## src/rtl/rv32m_pkg.sv

```systemverilog
// Shared definitions for the RV32M multiply/divide unit: funct3 opcodes,
// FSM state encoding, datapath width and iteration count.
package rv32m_pkg;

    localparam int XLEN = 32;
    localparam int ITER = 32;
    localparam logic [4:0] ITER_LAST = 5'(ITER - 1);

    localparam logic [2:0] OP_MUL    = 3'd0;
    localparam logic [2:0] OP_MULH   = 3'd1;
    localparam logic [2:0] OP_MULHSU = 3'd2;
    localparam logic [2:0] OP_MULHU  = 3'd3;
    localparam logic [2:0] OP_DIV    = 3'd4;
    localparam logic [2:0] OP_DIVU   = 3'd5;
    localparam logic [2:0] OP_REM    = 3'd6;
    localparam logic [2:0] OP_REMU   = 3'd7;

    typedef enum logic [1:0] {
        ST_IDLE = 2'd0,
        ST_CALC = 2'd1,
        ST_FIX  = 2'd2,
        ST_DONE = 2'd3
    } state_t;

    // Magnitude of a value that is treated as two's complement when is_signed is set.
    function automatic logic [XLEN-1:0] mag(input logic [XLEN-1:0] v, input logic is_signed);
        return (is_signed && v[XLEN-1]) ? (~v + 1'b1) : v;
    endfunction

endpackage

```

## src/rtl/muldiv_unit.sv

```systemverilog
// Iterative RV32M multiply/divide: 32-cycle shift-add multiply or restoring
// divide over a shared 64-bit working register, then a sign-fix cycle.
module muldiv_unit
    import rv32m_pkg::*;
(
    input  logic            clk,
    input  logic            rst_n,
    input  logic            start_in,
    input  logic [2:0]      op_in,
    input  logic [XLEN-1:0] rs1_value_in,
    input  logic [XLEN-1:0] rs2_value_in,
    input  logic [4:0]      rd_sel_in,
    input  logic            flush_in,
    output logic            busy_out,
    output logic            done_out,
    output logic [XLEN-1:0] result_out,
    output logic [4:0]      rd_sel_out
);

    // Handshake: a request is taken on any edge where the FSM is IDLE, start_in=1
    // and flush_in=0; the result arrives later as a single-cycle done_out strobe
    // with result_out/rd_sel_out valid. Requests outside IDLE are dropped, not queued.

    state_t            r_state;
    state_t            w_next_state;
    logic [2:0]        r_op;
    logic [XLEN-1:0]   r_opb;
    logic [2*XLEN-1:0] r_work;
    logic [2*XLEN-1:0] w_work_next;
    logic [4:0]        r_cnt;
    logic              r_neg_a;
    logic              r_neg_b;
    logic              r_busy;
    logic              r_done;
    logic [XLEN-1:0]   r_result;
    logic [4:0]        r_rd;

    logic              w_accept;
    logic              w_is_div;
    logic              w_s1;
    logic              w_s2;
    logic              w_special;
    logic [XLEN-1:0]   w_special_result;
    logic [XLEN-1:0]   w_mag1;
    logic [XLEN-1:0]   w_mag2;
    logic [XLEN:0]     w_sum;
    logic [XLEN:0]     w_trial;
    logic [2*XLEN-1:0] w_prod;
    logic [XLEN-1:0]   w_quot;
    logic [XLEN-1:0]   w_rem;
    logic [XLEN-1:0]   w_fix_result;

    assign w_accept = (r_state == ST_IDLE) && start_in && !flush_in;
    assign w_is_div = op_in[2];

    always_comb begin
        w_s1 = 1'b0;
        w_s2 = 1'b0;
        case (op_in)
            OP_MUL, OP_MULH, OP_DIV, OP_REM: begin
                w_s1 = 1'b1;
                w_s2 = 1'b1;
            end
            OP_MULHSU: w_s1 = 1'b1;
            default: ;
        endcase
    end

    assign w_mag1 = mag(rs1_value_in, w_s1);
    assign w_mag2 = mag(rs2_value_in, w_s2);

    // Divide-by-zero and signed overflow finish without iterating.
    always_comb begin
        w_special        = 1'b0;
        w_special_result = '0;
        if (w_is_div && (rs2_value_in == '0)) begin
            w_special        = 1'b1;
            w_special_result = op_in[1] ? rs1_value_in : '1;
        end else if ((op_in == OP_DIV || op_in == OP_REM) &&
                     (rs1_value_in == 32'h8000_0000) && (rs2_value_in == 32'hFFFF_FFFF)) begin
            w_special        = 1'b1;
            w_special_result = op_in[1] ? '0 : 32'h8000_0000;
        end
    end

    // Multiply adds r_opb into the upper half and shifts right; divide shifts
    // left and subtracts the divisor from the 33-bit partial remainder.
    assign w_sum   = {1'b0, r_work[2*XLEN-1:XLEN]} + (r_work[0] ? {1'b0, r_opb} : '0);
    assign w_trial = r_work[2*XLEN-1:XLEN-1] - {1'b0, r_opb};

    always_comb begin
        w_work_next = r_work;
        if (!r_op[2]) begin
            w_work_next = {w_sum, r_work[XLEN-1:1]};
        end else if (w_trial[XLEN]) begin
            w_work_next = {r_work[2*XLEN-2:0], 1'b0};
        end else begin
            w_work_next = {w_trial[XLEN-1:0], r_work[XLEN-2:0], 1'b1};
        end
    end

    assign w_prod = (r_neg_a ^ r_neg_b) ? (~r_work + 1'b1) : r_work;
    assign w_quot = (r_neg_a ^ r_neg_b) ? (~r_work[XLEN-1:0] + 1'b1) : r_work[XLEN-1:0];
    assign w_rem  = r_neg_a ? (~r_work[2*XLEN-1:XLEN] + 1'b1) : r_work[2*XLEN-1:XLEN];

    always_comb begin
        w_fix_result = '0;
        case (r_op)
            OP_MUL:                       w_fix_result = w_prod[XLEN-1:0];
            OP_MULH, OP_MULHSU, OP_MULHU: w_fix_result = w_prod[2*XLEN-1:XLEN];
            OP_DIV, OP_DIVU:              w_fix_result = w_quot;
            default:                      w_fix_result = w_rem;
        endcase
    end

    always_comb begin
        w_next_state = r_state;
        case (r_state)
            ST_IDLE: if (w_accept) w_next_state = w_special ? ST_DONE : ST_CALC;
            ST_CALC: begin
                if (flush_in)                w_next_state = ST_IDLE;
                else if (r_cnt == ITER_LAST) w_next_state = ST_FIX;
            end
            ST_FIX:  w_next_state = flush_in ? ST_IDLE : ST_DONE;
            default: w_next_state = ST_IDLE;
        endcase
    end

    always_ff @(posedge clk) begin
        if (!rst_n) begin
            r_state  <= ST_IDLE;
            r_op     <= '0;
            r_opb    <= '0;
            r_work   <= '0;
            r_cnt    <= '0;
            r_neg_a  <= 1'b0;
            r_neg_b  <= 1'b0;
            r_busy   <= 1'b0;
            r_done   <= 1'b0;
            r_result <= '0;
            r_rd     <= '0;
        end else begin
            r_state <= w_next_state;
            r_busy  <= (w_next_state == ST_CALC) || (w_next_state == ST_FIX);
            r_done  <= (w_next_state == ST_DONE);
            if (w_accept) begin
                r_op    <= op_in;
                r_rd    <= rd_sel_in;
                r_cnt   <= '0;
                r_neg_a <= w_s1 && rs1_value_in[XLEN-1];
                r_neg_b <= w_s2 && rs2_value_in[XLEN-1];
                r_opb   <= w_is_div ? w_mag2 : w_mag1;
                r_work  <= {{XLEN{1'b0}}, (w_is_div ? w_mag1 : w_mag2)};
                if (w_special) r_result <= w_special_result;
            end else if (r_state == ST_CALC) begin
                r_work <= w_work_next;
                r_cnt  <= r_cnt + 5'd1;
            end else if (r_state == ST_FIX && !flush_in) begin
                r_result <= w_fix_result;
            end
        end
    end

    assign busy_out   = r_busy;
    assign done_out   = r_done;
    assign result_out = r_result;
    assign rd_sel_out = r_rd;

endmodule
```

## config.mk

```make
export PLATFORM = sky130hd
export DESIGN_NAME = muldiv_unit
export DESIGN_NICKNAME = d
export VERILOG_FILES = /design/src/rtl/rv32m_pkg.sv /design/src/rtl/muldiv_unit.sv
export SDC_FILE = /design/constraint.sdc
export NUM_CORES = 1
export LEC_CHECK = 0
export CORE_MARGIN = 2
export CORE_UTILIZATION = 45
export DETAILED_ROUTE_END_ITERATION = 16
export HOLD_SLACK_MARGIN = 0.06
export PLACE_DENSITY = 0.65
export SLEW_MARGIN = 0
export SYNTH_ARGS = -nofsm -noshare
export SYNTH_HDL_FRONTEND = slang
export SYNTH_SLANG_ARGS = --single-unit
```

## constraint.sdc

```tcl
create_clock -name clk -period 3 [get_ports clk]
set_input_delay 0.3 -clock clk [delete_from_list [all_inputs] [get_ports clk]]
set_output_delay 0.3 -clock clk [all_outputs]
set_load 0.1 [all_outputs]
```

# Word level (Yosys, flattened, before mapping)
# Cells that the tools add are included.
op_classes:
  addsub: 8
  eq_ne: 19
  mux: 31
  bitwise: 7
  n_reduce_logical: 23
op_table:
  columns: ["cell", "count"]
  rows:
  - ["32-bit 2-to-1 mux", 17]
  - ["64-bit 2-to-1 mux", 3]
  - ["32-bit by 1-bit adder with 32-bit output (second input constant)", 4]
  - ["32-bit NOT", 4]
  - ["32-bit case mux with 3 select lines", 1]
  - ["64-bit by 1-bit adder with 64-bit output (second input constant)", 1]
  - ["32-bit == test (second input constant)", 2]
  - ["64-bit NOT", 1]
  - ["32-bit by 32-bit adder with 33-bit output", 1]
  - ["33-bit by 32-bit subtractor with 33-bit output", 1]
  - ["32-bit logical NOT", 1]
  - ["3-bit == test (second input constant)", 4]
  - ["2-bit 2-to-1 mux", 5]
  - ["3-bit by 2-bit == test with 1-bit output (second input constant)", 3]
  - ["1-bit logical AND", 8]
  - ["2-bit == test (second input constant)", 3]
  - ["3-bit by 1-bit == test with 1-bit output (second input constant)", 2]
  - ["3-bit logical NOT", 2]
  - ["2-bit case mux with 3 select lines", 1]
  - ["5-bit by 1-bit adder with 5-bit output (second input constant)", 1]
  - ["5-bit == test (second input constant)", 1]
  - ["5-bit OR reduction", 1]
  - ["2-bit by 1-bit == test with 1-bit output (second input constant)", 2]
  - ["1-bit 2-to-1 mux", 4]
  - ["other kinds (12)", 15]
totals:
  ff_bits: 147
  inputBits: 76
  out_inout_bits: 39
  wordCells: 100

# Logic depth before layout (Yosys ltp)
# Gate-level depths: netlist of the first run.
logic_depth:
  word_depth: 11
  mapped_depth: 14
  mapped_depth_nobuf: 12

# Least setup slack after synthesis of the first run
# Ideal clock, no wire load.
synth_timing:
  kind: "register -> register"
  start: "reg r_work[32]"
  end: "reg r_work[61]"
  setup_time_ns: 0.086
  arrival_time_ns: 3.141
  t_required_ns: 2.914
  path_slack_ns: -0.227
  stages_incl_launch_ff: 14
  n_path_buf: 2
  period_less_slack_ns: 3.227
  path_cell_list: "dfxtp_1 clkbuf_1 inv_1 fa_1 nand2b_1 a21oi_1 o21ai_0 a211oi_1 o21ai_1 xnor2_2 clkbuf_1 nand3_1 o21a_1 a211oi_1"
synth_via:
  elab_chain_cells: 3
  word_cells_on_any_way: 4
  classes_between: "add/sub (2); mux (2)"
synth_lines:
  columns: ["item", "line", "source"]
  rows:
  - ["start: declaration", "muldiv_unit.sv:28", "logic [2*XLEN-1:0] r_work;"]
  - ["start signal: assignment", "muldiv_unit.sv:153", "r_work <= {{XLEN{1'b0}}, (w_is_div ? w_mag1 : w_mag2)};"]
  - ["start signal: assignment", "muldiv_unit.sv:156", "r_work <= w_work_next;"]
  - ["33-bit by 32-bit subtractor with 33-bit output", "muldiv_unit.sv:89", "assign w_trial = r_work[2*XLEN-1:XLEN-1] - {1'b0, r_opb};"]
  - ["64-bit 2-to-1 mux", "muldiv_unit.sv:95", "end else if (w_trial[XLEN]) begin"]
  - ["64-bit 2-to-1 mux (*)", "muldiv_unit.sv:93", "if (!r_op[2]) begin"]
# Mark *: on every way between the ends. The rest lies on a longest branch, timed or not.
# A chain may end at the register's enable or synchronous reset.

# Worst setup path after layout of the first run
layout_timing:
  start: "reg r_opb[13]"
  end: "reg r_work[34]"
layout_via:
  elab_chain_cells: 3
layout_lines:
  columns: ["item", "line", "source"]
  rows:
  - ["start: declaration", "muldiv_unit.sv:27", "logic [XLEN-1:0] r_opb;"]
  - ["start signal: assignment", "muldiv_unit.sv:152", "r_opb <= w_is_div ? w_mag2 : w_mag1;"]
  - ["33-bit by 32-bit subtractor with 33-bit output", "muldiv_unit.sv:89", null]
  - ["64-bit 2-to-1 mux", "muldiv_unit.sv:95", null]
  - ["64-bit 2-to-1 mux", "muldiv_unit.sv:93", null]
# No other way between the ends.

==> qor.yml, run 1 <==
status: "finished, violations left"
violations: "setup timing"
synth_top_area_share_pct: 20.0
yosysWarnings: 0
ir_drop_mv: 0.349
post_drt_wl_per_cell_um: 22.7
final-setup-viol-count: 7
finalCritPeriodShare_pct: 101
grt_pass1_wl_um: 100000
vias: 18700
yosys.area.top_type: "dfxtp_1"
vias_per_cell: 6.23
final_core_util_pct: 63.4
clk_pin_slew_ns: 0.07
gp_congestion: 1.05
rsz0062_at_grt: "true"
crit_fanout: 5
grt_max_degree: 76
cts_hold_buf: 0
drt_first_pass_iters: 6
hold_class: "in2reg"
route.detailed.drc: 0
die_y_um: 185
routed_wirelength_um: 68000
maxCapViolCount: 0
skew_ns: 0.0115
synth_most_common_cell: "nor2_1"
synth_seq_cells: 147
io_buffers: 114
antenna-diode-count: 0
crit_buf_inv: 4
postLayoutCellArea_um2: 20500
synth_nets: 2270
cts_buffers: 17
coreArea_um2: 32400
worstSetupStartpointType: "flip-flop"
area_growth_pct: 39.2
synthCells: 2120
slew_viol_final: 0
ys_seq_area_share_pct: 20.0
maxSlewHeadroom_pct: 20.2
finalWorstSetupSlack_ns: -0.0392
drive_gt1_share_pct: 25.9
cts_tree: "built"
synth_edf_count: 0
power_density_nw_per_um2: 380
die_area_um2: 34200
ys.flop_type: "dfxtp_1"
post-route-min-period_ns: 3.04
ys_types: 86
cp_top_family: "compound AO/OA/AOI/OAI gates"
drtIter0Drc: 2272
syn_avg_cell_area_um2: 6.95
grt_pass1_vias: 17200
synth.cell_area_um2: 14700
worstSkewPairLatency_ns: 0.45
io_pins: 115
critPathKind: "reg2reg"
grt.overflow.total: 0
cts-htree-levels: 4
cp_data_arrival_time_ns: 3.43
cp_cell_sequence: "inv_1 -> ha_1 -> o21ai_1 -> a21o_1 -> a211o_1 -> a211oi_2 -> buf_4 -> o21ai_4 -> xnor2_4 -> buf_12 -> buf_8 -> mux2i_2 -> a21oi_1 -> nor2_1"
post-dp-hpwl_um: 52600
slowest_stage: "dfxtp_2"
hold_viol_final: 0
end_kind: "flip-flop"
ant_nets: 0
cts.sinks: 147
placed_area_um2: 19000
cts.path.max_buffers: 2
track_usage_pct: 38.5
crit_required_ns: 3.39
nets: 2692
synth_top_cells_by_count: "nor2_1 (241), a21oi_1 (212), nand2_1 (209), o21ai_0 (184), dfxtp_1 (147)"
synthArstFlopShare_pct: 0
worst_slew_pin_slew_ns: 1.19
max_freq_mhz: 329
clockRootBuffer: "clkbuf_16"
antenna_found_initial: 0
fp-row-count: 66
start_util_pct: 45.5
p_leak_nw: 8.54
max_stage_delay_ns: 0.39
die_w_um: 185
synthTopCellsByArea: "dfxtp_1 (20%), a21oi_1 (7.2%), xnor2_1 (6.8%), o21ai_0 (6.2%), nor2_1 (6.1%)"
## final cells by class
type,instances,area [µm²]
clock buffer,18,429
clock inverter,14,141
fill,2955,11800
inverter,66,250
multi-input combinational,1747,11600
sequential,147,2960
tap,442,553
timing repair buffer,563,4590
## state kept, by name, summed over array words and instances (netlist names)
register	count
r_opb	32
result_out	32
r_op	3
r_neg_b	1
r_work	64
done_out	1
rd_sel_out	5
r_neg_a	1
r_state	2
busy_out	1
r_cnt	5
## where the power goes
group / internal (mW) / total [mW] / switching (mW)
clock: 1.17 / 2.22 / 1.05
combinational: 1.48 / 3.47 / 1.99
sequential: 2.03 / 2.11 / 0.0729
## stage by stage
step	TNS, ns	setup WS (ns)	instances	total power, mW	hold WS, ns
after floorplan	0	0.00151	2120	3.83	0.379
after global placement	-22.07	-0.563	2935	5.20	0.441
after detailed placement	-26.76	-0.602	2935	5.22	0.445
after CTS	-0.0523	-0.0427	2975	7.50	0.274
after global routing	-1.85	-0.150	2997	8.08	0.298
final	-0.163	-0.0392	2997	7.80	0.289
## cells by family after synthesis
| kind of cell | share of synthesized area, % |
|---|---|
| AND/OR/NAND/NOR | 22.4 |
| AO/OA/AOI/OAI | 30.3 |
| adder cells (fa/ha/maj) | 6.38 |
| multiplexers | 3.34 |
| flip-flops | 20.0 |
| XOR/XNOR | 11.6 |
| buffers and inverters | 5.99 |
## worst register-to-register path: stages, from the launching register on
cell      delay (ns)
dfxtp_2         0.39
inv_1           0.10
ha_1            0.32
o21ai_1         0.10
a21o_1          0.20
a211o_1         0.31
a211oi_2        0.20
buf_4           0.18
o21ai_4         0.10
xnor2_4         0.31
buf_12          0.17
buf_8           0.13
mux2i_2         0.25
a21oi_1         0.09
nor2_1          0.12
## layer usage
metal | vias up | global-route usage [%] | wire (µm)
met1 | 8803 | 49.0 | 27000
met4 | 0 | 20.1 | 3930
li1 | 8536 | - | -
met2 | 1106 | 62.5 | 30900
met5 | - | 0 | 0
met3 | 234 | 6.55 | 6190
## layout by cell type (no fill, tap or decap), types with 16 or more instances in the layout
cell type / netlist / routed
a211oi_1: 39 / 34
a21o_1: 30 / 30
a21oi_1: 212 / 198
a31oi_1: 35 / 32
and2_1: 22 / 19
buf_4: 0 / 462
clkbuf_16: 0 / 19
clkdlybuf4s50_1: 0 / 77
dfxtp_1: 147 / 139
ha_1: 72 / 60
inv_1: 64 / 56
mux2i_1: 47 / 46
nand2_1: 209 / 209
nand3_1: 51 / 51
nand4_1: 24 / 24
nor2_1: 241 / 233
nor3_1: 51 / 46
nor4_1: 25 / 22
o211ai_1: 39 / 39
o21ai_0: 184 / 169
o21ai_1: 9 / 16
o221ai_1: 19 / 17
o22ai_1: 25 / 24
o31ai_1: 18 / 17
xnor2_1: 114 / 112
xor2_1: 79 / 77
## what timing repair did
item | CTS | global route
gates resized for setup | 54 | 116
setup endpoints to repair | 41 | 52
buffers inserted | 8 | 21
cloned | 0 | 2
pin swaps | 20 | 57
## final timing paths
check | start | end | slack, ns | cells past startpoint
worst min-delay path | rst_n | r_work[22] | 0.29 | 2
worst max register to register | r_opb[13] | r_work[34] | -0.04 | 14
worst max-delay path | r_opb[13] | r_work[34] | -0.04 | 14
worst min register to register | r_opb[5] | r_opb[5] | 0.45 | 2
Power figures use the tool's default switching activity.
==> run 2, diff against run 1 <==
- SLEW_MARGIN: 0 -> not set
==> results of run 2 <==
Final layout, timing and power as in run 1 (identical DEF).
